$ cat src/rtl/serial_add_ctrl.sv
// Bit-serial adder: one shared yAdder1 cell adds two W-bit operands LSB-first over W cycles.
// Optional signed-overflow output enabled by defining SERIAL_ADD_OVF_EN.
module yAdder1 (
   output logic z,
   output logic cout,
   input  logic a,
   input  logic b,
   input  logic c
);
   assign z    = a ^ b ^ c;
   assign cout = (a & b) | (c & (a ^ b));
endmodule

module serial_add_ctrl #(
   parameter int W  = 8,
   parameter int CW = 5
) (
   input  logic         clk,
   input  logic         rst,
   input  logic         start,
   input  logic [W-1:0] a,
   input  logic [W-1:0] b,
   input  logic         cin,
   output logic         busy,
   output logic         done,
   output logic [W-1:0] sum,
`ifdef SERIAL_ADD_OVF_EN
   output logic         ovf,
`endif
   output logic         cout
);
   typedef enum logic [1:0] {S_IDLE, S_RUN, S_DONE} state_t;

   state_t         state_q, state_d;
   logic [W-1:0]   sha_q, sha_d, shb_q, shb_d, res_q, res_d, sum_q, sum_d;
   logic           carry_q, carry_d, cout_q, cout_d;
   logic [CW-1:0]  cnt_q, cnt_d;
   logic           z, co, last;

   yAdder1 u_add (.z(z), .cout(co), .a(sha_q[0]), .b(shb_q[0]), .c(carry_q));

   assign last = (cnt_q == CW'(W-1));

   always_ff @(posedge clk) begin
      if (rst) state_q <= S_IDLE;
      else     state_q <= state_d;
   end

   always_comb begin
      state_d = state_q;
      case (state_q)
         S_IDLE:  if (start) state_d = S_RUN;
         S_RUN:   if (last)  state_d = S_DONE;
         S_DONE:  state_d = S_IDLE;
         default: state_d = S_IDLE;
      endcase
   end

   always_comb begin
      busy = (state_q == S_RUN);
      done = (state_q == S_DONE);
   end

   // Datapath: operands load on an accepted start and shift once per RUN cycle.
   always_comb begin
      sha_d   = sha_q;
      shb_d   = shb_q;
      res_d   = res_q;
      carry_d = carry_q;
      cnt_d   = cnt_q;
      sum_d   = sum_q;
      cout_d  = cout_q;
      if (state_q == S_IDLE && start) begin
         sha_d   = a;
         shb_d   = b;
         carry_d = cin;
         cnt_d   = '0;
      end else if (state_q == S_RUN) begin
         sha_d   = {1'b0, sha_q[W-1:1]};
         shb_d   = {1'b0, shb_q[W-1:1]};
         res_d   = {z, res_q[W-1:1]};
         carry_d = co;
         cnt_d   = cnt_q + 1'b1;
         if (last) begin
            sum_d  = {z, res_q[W-1:1]};
            cout_d = co;
         end
      end
   end

   always_ff @(posedge clk) begin
      if (rst) begin
         sha_q   <= '0;
         shb_q   <= '0;
         res_q   <= '0;
         carry_q <= 1'b0;
         cnt_q   <= '0;
         sum_q   <= '0;
         cout_q  <= 1'b0;
      end else begin
         sha_q   <= sha_d;
         shb_q   <= shb_d;
         res_q   <= res_d;
         carry_q <= carry_d;
         cnt_q   <= cnt_d;
         sum_q   <= sum_d;
         cout_q  <= cout_d;
      end
   end

   assign sum  = sum_q;
   assign cout = cout_q;

`ifdef SERIAL_ADD_OVF_EN
   // carry_q in the last RUN cycle is the carry into the MSB.
   logic ovf_q;
   always_ff @(posedge clk) begin
      if (rst)                          ovf_q <= 1'b0;
      else if (state_q == S_RUN && last) ovf_q <= carry_q ^ co;
   end
   assign ovf = ovf_q;
`endif
endmodule

$ cat config.mk
export PLATFORM = sky130hd
export DESIGN_NAME = serial_add_ctrl
export DESIGN_NICKNAME = d
export VERILOG_FILES = /design/src/rtl/serial_add_ctrl.sv
export SDC_FILE = /design/constraint.sdc
export NUM_CORES = 1
export LEC_CHECK = 0
export CAP_MARGIN = 25
export CORE_MARGIN = 1.5
export CORE_UTILIZATION = 56
export DETAILED_ROUTE_END_ITERATION = 16
export PLACE_DENSITY = 0.93
export SYNTH_ARGS = -nofsm -noshare
export SYNTH_HDL_FRONTEND = slang
export SYNTH_SLANG_ARGS = --single-unit
$ cat constraint.sdc
create_clock -name clk -period 4.1 [get_ports clk]
set_input_delay 0.615 -clock clk [delete_from_list [all_inputs] [get_ports clk]]
set_output_delay 0.615 -clock clk [all_outputs]
set_load 0.02 [all_outputs]
==> run summary, run 1 <==
Max Cap Viol - 0
Reg area - 801 um^2
first-pass GRT wire length - 5770 um
outcome - complete, no violations
largest net degree at the start of global routing - 30
Top Family by Delay on Critical Path - buffers and inverters
Cell Chain, Critical Path - nand2b_4, inv_2, clkdlybuf4s50_1
Layout Nets - 244
Netlist cell types - 36
HP Class - flip-flop to flip-flop
ANT nets after route - 0
Initial Util - 59.6%
Max Clock Freq - 0.353 GHz
port bufs - 30
CP Class - flip-flop to output pin
Synth Warn # - 0
most frequent cell after synthesis - dfxtp_1
post-route clock period utilization - 69.1%
fin crit period - 2.83 ns
relative slew slack - 41.6%
crit path buf inv count - 2
Fin Setup TNS - 0 ns
gpl congestion - 0.746
vias in the first global route - 1,327
worst slew pin tran - 0.870 ns
Clock Root Buffer - clkbuf_4
CTS resizes - 0
CP Capture Type - output pin
initial antenna violation count - 0
asr flop ratio synth - 0%
peak supply drop - 0.000240 V
H-tree Lvls - 2
Slew Limit Fails - 0
via/cell ratio - 5.26
r2r setup slk - 2.13 ns
startpoint types - flip-flop
die span in y - 60.4 um
Clock Path Buffers - 2
DR iter-0 viols - 96
Commonest cells post-synth - 40 x dfxtp_1, 30 x nand2_1, 21 x a21oi_1, 20 x nand2b_1, 13 x a211oi_1
DRT Wirelength - 3380 um
area grow syn2layout - 18.0%
PwrDens - 369 nW/um^2
Synth area leaders - dfxtp_1 43%, nand2b_1 6.8%, nand2_1 6.1%, a21oi_1 5.7%, a211oi_1 5.3%
clk sinks - 40
DIE WIDTH - 60.4 um
Final setup viols - 0
share of cells above drive strength 1 - 12.6%
syn_nets - 221
global route total overflow - 0
share of the synthesized area in the top cell type - 43.3%
First-pass DRT Iterations - 4
final core area utilization - 70.3%
Max stage delay cell, worst path - clkdlybuf4s50_1
Avg WL per Cell - 12.7 um
cts hold-fix bufs - 0
# rows - 20
WP data arrival - 2.22 ns
Static Leak - 0.720 nW
cell count after synthesis - 199
Core Footprint - 3100 um^2
Ports - 31
CTS tree - done
crit-path max cell delay - 0.68 ns
crit-path max FO - 27
Vias - 1,405
Seq cells post-synth - 40
DRC Markers - 0
post-CTS setup buffers - 0
largest area contributor in the netlist - dfxtp_1
Post-Syn Area - 1850 um^2
Die Area - 3650 um^2
post-synthesis sequential area ratio - 43.3%
# diodes - 0
RSZ-0062 raised after global routing - no
TritonCTS Buffers - 5
EDFF count, synth - 0
Top FF cell, synth - dfxtp_1
fill cell count - 263
GRT Total Usage - 20.7%
Final Hold Fails - 0
Synth Area per Inst - 9.29 um^2
HPWL Detailed - 2370 um
CP required - 3.48 ns
area occupied by multi-input gates - 911 um^2
Worst-path clk slew - 0.12 ns
clock latency on the worst-skew pair - 0.33 ns
Final Skew - 0.0141 ns
==> power by group <==
part	total, mW	switching [mW]	internal [mW]
clock	0.282	0.120	0.162
combinational	0.102	0.0543	0.0482
sequential	0.420	0.0132	0.407
==> cell usage in the layout, fill, tap and decap left out, types with 2 or more instances in the layout <==
master            n
a211oi_1         13
a211oi_2          2
a21oi_1          21
a21oi_2           3
clkbuf_4          5
clkbuf_8          2
clkdlybuf4s50_1  30
dfxtp_1          40
inv_1             2
mux2i_1           9
nand2_1          30
nand2b_1         20
nand3_1           2
nand3_2           2
nor2_1           12
nor2_2            4
nor2_4            3
o21ai_0           2
o22ai_1           3
or3_1             2
==> logic make-up (layout without fill, tap and decap cells) <==
kind of cell	after synthesis	count (layout)	synth area share (%)
AND/OR/NAND/NOR	81	81	25.0
AO/OA/AOI/OAI	47	47	16.7
flip-flops	40	40	43.3
buffers and inverters	18	42	7.38
multiplexers	9	9	4.87
adder cells (fa/ha/maj)	2	2	1.76
XOR/XNOR	2	2	0.948
==> per-stage QoR <==
step / setup WS, ns / cells / power [mW] / hold slack, ns / instance area, um^2
2_1_floorplan: 2.59 / 199 / 0.507 / 0.435 / 1850
3_3_place_gp: 1.69 / 259 / 0.527 / 0.445 / 2090
3_5_place_dp: 1.65 / 259 / 0.531 / 0.449 / 2090
4_1_cts: 1.28 / 267 / 0.808 / 0.469 / 2180
5_1_grt: 1.13 / 267 / 0.841 / 0.482 / 2180
6_report: 1.27 / 267 / 0.805 / 0.469 / 2180
==> sequential cells by signal, summed over array words and instances, names as in the netlist <==
| name | flops |
|---|---|
| cnt_q | 5 |
| res_q | 7 |
| shb_q | 8 |
| sha_q | 8 |
| state_q | 2 |
| carry_q | 1 |
| cout | 1 |
| sum | 8 |
==> path summary, 6_finish.rpt <==
kind,startpoint,end,cells after the start
worst min register to register,sha_q[4],sha_q[3],2
worst min-delay path,sha_q[4],sha_q[3],2
worst max register to register,state_q[0],sum[2],3
worst max-delay path,state_q[0],busy,3
==> area by class of cell <==
type | instances | area share, %
Multi-Input combinational cell | 141 | 41.8
Clock inverter | 1 | 1.38
Timing Repair Buffer | 31 | 14.1
Tap cell | 44 | 2.52
Clock buffer | 7 | 2.98
Sequential cell | 40 | 36.7
Inverter | 3 | 0.516
==> routing by layer <==
metal	track usage [%]	up-vias	routed length, um
met5	0	-	0
met4	5.28	0	24
met3	4.69	4	109
met2	35.4	27	1670
met1	26.5	659	1580
li1	-	715	-
==> worst min-delay path: stages, from the launching register on <==
cell	delay, ns
dfxtp_1	0.33
nand2_1	0.05
a211oi_1	0.05
Power figures use the tool's default switching activity.
==> run 2: changes to the inputs <==
Settings changed: CORE_UTILIZATION 56 to 52, PLACE_DENSITY 0.93 to 0.88.
Clock period 4.1 ns to 2.8 ns, I/O delays scaled along.
==> run summary, run 2 (synthesized netlist as in run 1, its figures left out) <==
via/cell ratio - 5.28 (+0.32%)
Clock Path Buffers - 2 (unchanged)
ANT nets after route - 0 (unchanged)
share of cells above drive strength 1 - 12.1% (-0.45 points)
grt met3 use - 4.86% (+0.17 points)
DIE WIDTH - 62.6 um (+3.6%)
outcome - complete, no violations
most frequent cells in the layout - 40 x dfxtp_1, 30 x nand2_1, 30 x clkdlybuf4s50_1
worst slew pin tran - 0.804 ns (-0.0654 ns)
PwrDens - 479 nW/um^2 (+30%)
Clock Root Buffer - clkbuf_4
relative slew slack - 46.4% (+4.8 points)
Max Clock Freq - 0.423 GHz
# diodes - 0 (unchanged)
CP required - 2.38 ns (-1.10 ns)
fin crit period - 2.36 ns
Worst Setup Slack, final - 0.438 ns (-0.828 ns)
Tot Pwr - 1.03 mW (+28%)
H-tree Lvls - 2 (unchanged)
final core area utilization - 64.1% (-6.2 points)
DRT Wirelength - 3270 um (-3.3%)
Core Footprint - 3360 um^2 (+8.4%)
Avg WL per Cell - 12.2 um (-4.0%)
# rows - 21 (+5.0%)
Cell Chain, Critical Path - nand2b_4, inv_2, clkdlybuf4s50_1
Max Cap Viol - 0 (unchanged)
GRT busiest layer - met2
WP data arrival - 1.94 ns (-0.28 ns)
clock latency on the worst-skew pair - 0.34 ns (about the same)
met2 Use GR - 32.9% (-2.5 points)
GRT Total Usage - 18.2% (-2.5 points)
Final setup viols - 0 (unchanged)
port bufs - 30 (unchanged)
most common cell after layout, fill and taps aside - dfxtp_1
RSZ-0062 raised after global routing - no
first-pass GRT wire length - 5790 um (+0.36%)
peak supply drop - 0.000340 V (+42%)
Vias - 1,420 (+1.1%)
startpoint types - flip-flop
Final Hold Fails - 0 (unchanged)
HP Class - flip-flop to flip-flop
Final Skew - 0.0128 ns (-0.00128 ns)
vias in the first global route - 1,341 (+1.1%)
DRC Markers - 0 (unchanged)
Layout Nets - 245 (+0.41%)
clk sinks - 40 (unchanged)
CTS tree - done
HPWL Detailed - 2220 um (-6.2%)
Slew Limit Fails - 0 (unchanged)
First-pass DRT Iterations - 4 (unchanged)
TritonCTS Buffers - 5 (unchanged)
DR iter-0 viols - 57 (-41%)
crit path buf inv count - 2 (unchanged)
Static Leak - 0.706 nW (-1.9%)
Initial Util - 54.9% (-4.6 points)
crit-path max FO - 27 (unchanged)
met1 GRT Util - 21.0% (-5.5 points)
Setup WS pre-CTS - 0.587 ns (-1.06 ns)
post-CTS setup buffers - 0 (unchanged)
Worst-path clk slew - 0.11 ns (about the same)
hold slack - 0.453 ns (-0.0157 ns)
Top Family by Delay on Critical Path - buffers and inverters
crit-path max cell delay - 0.61 ns (-0.07 ns)
initial antenna violation count - 0 (unchanged)
Fin Setup TNS - 0 ns (unchanged)
CP Class - flip-flop to output pin
Ports - 31 (unchanged)
CP Capture Type - output pin
post-route clock period utilization - 84.4%
die span in y - 62.6 um (+3.6%)
gpl congestion - 0.778 (+4.3%)
Die Area - 3920 um^2 (+7.3%)
area grow syn2layout - 16.6%
Max stage delay cell, worst path - clkdlybuf4s50_1
cts hold-fix bufs - 0 (unchanged)
CTS resizes - 0 (unchanged)
global route total overflow - 0 (unchanged)
largest net degree at the start of global routing - 46 (+53%)
run 2: cell count changes in the layout (fill, tap and decap cells not counted), sizes merged:
cell / delta
clkinv: +1
clkbuf: -1
buf: +1
bufinv: -1
run 2: cell type report:
class | instances | area, um^2
multi-input combinational | 141 | 911
clock inverter | 1 | 5.00
sequential | 40 | 801
tap | 46 | 57.6
timing repair buffer | 32 | 328
inverter | 3 | 11.3
fill | 316 | 1210
clock buffer | 6 | 41.3
run 2: metal layers:
metal / up-vias / share of wire [%]
met5: - / 0
met4: 0 / 0.58
met3: 2 / 3.6
met2: 31 / 51
met1: 667 / 44
li1: 720 / -
run 2: where the power goes:
group          internal (mW)  switching [mW]
Sequential             0.595          0.0195
Clock                 0.0927           0.172
Combinational         0.0735          0.0790
Total                  0.762           0.270
run 2: tightest hold or removal path, stage by stage, from the launching register on:
cell,delay [ns]
dfxtp_1,0.33
nand2_1,0.05
a211oi_1,0.05
run 2: final timing paths:
path | cells past startpoint | end | slack, ns | start
setup / recovery | 3 | busy | 0.44 | state_q[0]
hold / removal | 2 | shb_q[3] | 0.45 | shb_q[4]
hold reg to reg | 2 | shb_q[3] | 0.45 | shb_q[4]
setup reg to reg | 3 | sum[6] | 0.87 | state_q[0]
run 2: per-stage QoR:
stage	cell area, um^2	instances
floorplan	1850	199
global placement	2110	262
detailed placement	2110	262
CTS	2150	269
global route	2150	269
finish	2150	269
==> run 3: changes to the inputs <==
Clock period 2.8 ns to 2.3 ns, I/O delays scaled along.
==> run summary, run 3 (synthesized netlist as in run 1, its figures left out) <==
peak supply drop - 0.000434 V (+28%)
CTS tree - done
Worst-path clk slew - 0.12 ns (about the same)
Die Area - 3920 um^2 (unchanged)
H-tree Lvls - 2 (unchanged)
die span in y - 62.6 um (unchanged)
CP Capture Type - output pin
Core Footprint - 3360 um^2 (unchanged)
CTS resizes - 0 (unchanged)
Slew Limit Fails - 0 (unchanged)
port bufs - 30 (unchanged)
first-pass GRT wire length - 5990 um (+3.5%)
Ports - 31 (unchanged)
Crit path depth - 3 (unchanged)
Reg area - 801 um^2 (unchanged)
dpl cells - 267 (+1.9%)
placed cell areas - 2130 um^2 (+1.2%)
largest net degree at the start of global routing - 27 (-41%)
global route total overflow - 0 (unchanged)
TritonCTS Buffers - 5 (unchanged)
hold depth - 2 (unchanged)
Layout Nets - 250 (+2.0%)
CP required - 1.96 ns (-0.42 ns)
initial antenna violation count - 0 (unchanged)
WP data arrival - 1.71 ns (-0.23 ns)
CP startpoint - state_q[1]
Clock Path Buffers - 2 (unchanged)
vias in the first global route - 1,369 (+2.1%)
most frequent cells in the layout - 40 x dfxtp_1, 30 x nand2_1, 30 x clkdlybuf4s50_1
worst setup path end - done
r2r startpoint - state_q[0]
Vias - 1,431 (+0.77%)
crit-path max FO - 6 (-78%)
final core area utilization - 65.9% (+1.9 points)
Final Cell Area - 2220 um^2 (+2.9%)
DR iter-0 viols - 27 (-53%)
Non-Filler Instances - 275 (+2.2%)
FF-to-FF path depth - 5 (+2)
crit path buf inv count - 2 (unchanged)
Static Leak - 0.739 nW (+4.7%)
Cell Chain, Critical Path - inv_1, nor2_1, clkdlybuf4s50_1
Avg WL per Cell - 12.2 um (about the same)
First-pass DRT Iterations - 4 (unchanged)
GRT Total Usage - 18.9% (+0.74 points)
cts hold-fix bufs - 0 (unchanged)
Clock Root Buffer - clkbuf_4
Final Skew - 0.00694 ns (-0.00588 ns)
post-route clock period utilization - 89.2%
r2r setup slk - 0.64 ns (-0.23 ns)
capture point of the worst reg-to-reg path - sum[5]
HPWL Detailed - 2380 um (+7.2%)
DRC Markers - 0 (unchanged)
RSZ-0062 raised after global routing - no
Max Clock Freq - 0.487 GHz
post-CTS setup buffers - 0 (unchanged)
Fin Setup TNS - 0 ns (unchanged)
most common cell after layout, fill and taps aside - dfxtp_1
area grow syn2layout - 20.0%
# diodes - 0 (unchanged)
worst slew pin tran - 0.556 ns (-0.248 ns)
clk sinks - 40 (unchanged)
Final setup viols - 0 (unchanged)
Worst Setup Slack, final - 0.248 ns (-0.190 ns)
ANT nets after route - 0 (unchanged)
HP Class - flip-flop to flip-flop
share of cells above drive strength 1 - 14.8% (+2.7 points)
outcome - complete, no violations
DIE WIDTH - 62.6 um (unchanged)
Max stage delay cell, worst path - clkdlybuf4s50_1
Top Family by Delay on Critical Path - buffers and inverters
via/cell ratio - 5.20 (-1.4%)
area occupied by multi-input gates - 911 um^2 (unchanged)
fill cell count - 314 (-0.63%)
clock latency on the worst-skew pair - 0.36 ns (+0.02 ns)
crit-path max cell delay - 0.61 ns (about the same)
Max Cap Viol - 0 (unchanged)
startpoint types - flip-flop
# rows - 21 (unchanged)
Final Hold Fails - 0 (unchanged)
fin crit period - 2.05 ns
DRT Wirelength - 3350 um (+2.2%)
CP Class - flip-flop to output pin
Setup WS pre-CTS - 0.414 ns (-0.173 ns)
Initial Util - 54.9% (unchanged)
PwrDens - 638 nW/um^2 (+33%)
relative slew slack - 62.9% (+16 points)
gpl congestion - 0.812 (+4.4%)
==> run 3: changes by cell type in the layout (fill, tap and decap cells not counted) <==
cell | before | now
clkbuf_1 | 1 | 0
clkinvlp_4 | 0 | 1
buf_12 | 1 | 0
bufinv_16 | 0 | 1
inv_6 | 0 | 1
buf_4 | 1 | 7
clkinv_2 | 1 | 0
==> run 3: worst min-delay path, cell delays in order, from the launching register on <==
cell	delay [ns]
dfxtp_1	0.33
nand2_1	0.05
a211oi_1	0.05
==> run 3: worst min path at each step <==
stage                   from       end  slack (ns)
global route        res_q[7]  res_q[6]        0.49
global placement    sha_q[3]  sha_q[2]        0.44
floorplan           sha_q[5]  sha_q[5]        0.44
finish              sha_q[3]  sha_q[2]        0.47
CTS                 shb_q[3]  shb_q[2]        0.47
detailed placement  sha_q[5]  sha_q[5]        0.45
==> run 3: final cells by class <==
| class | count | area share (%) |
|---|---|---|
| clock buffer | 5 | 1.69 |
| clock inverter | 3 | 2.09 |
| inverter | 3 | 0.508 |
| multi-input combinational | 141 | 41.1 |
| sequential | 40 | 36.1 |
| tap | 46 | 2.60 |
| timing repair buffer | 37 | 15.9 |
==> run 3: metal layers <==
layer	routed length, um	track usage (%)	share of wire, %
met1	1530	22.1	46
met2	1660	33.5	50
met3	112	4.86	3.3
met4	48	6.67	1.4
met5	0	0	0
==> run 3: power breakdown <==
group          internal (mW)  total, mW  switching (mW)
combinational         0.0925      0.190          0.0977
clock                  0.232      0.476           0.244
sequential             0.725      0.748          0.0233
total                   1.05       1.42           0.365
==> run 3: through the flow <==
| step | total power, mW | hold WS [ns] |
|---|---|---|
| floorplan | 0.904 | 0.435 |
| global placement | 0.949 | 0.444 |
| detailed placement | 0.955 | 0.451 |
| CTS | 1.43 | 0.465 |
| global route | 1.49 | 0.490 |
| finish | 1.42 | 0.469 |
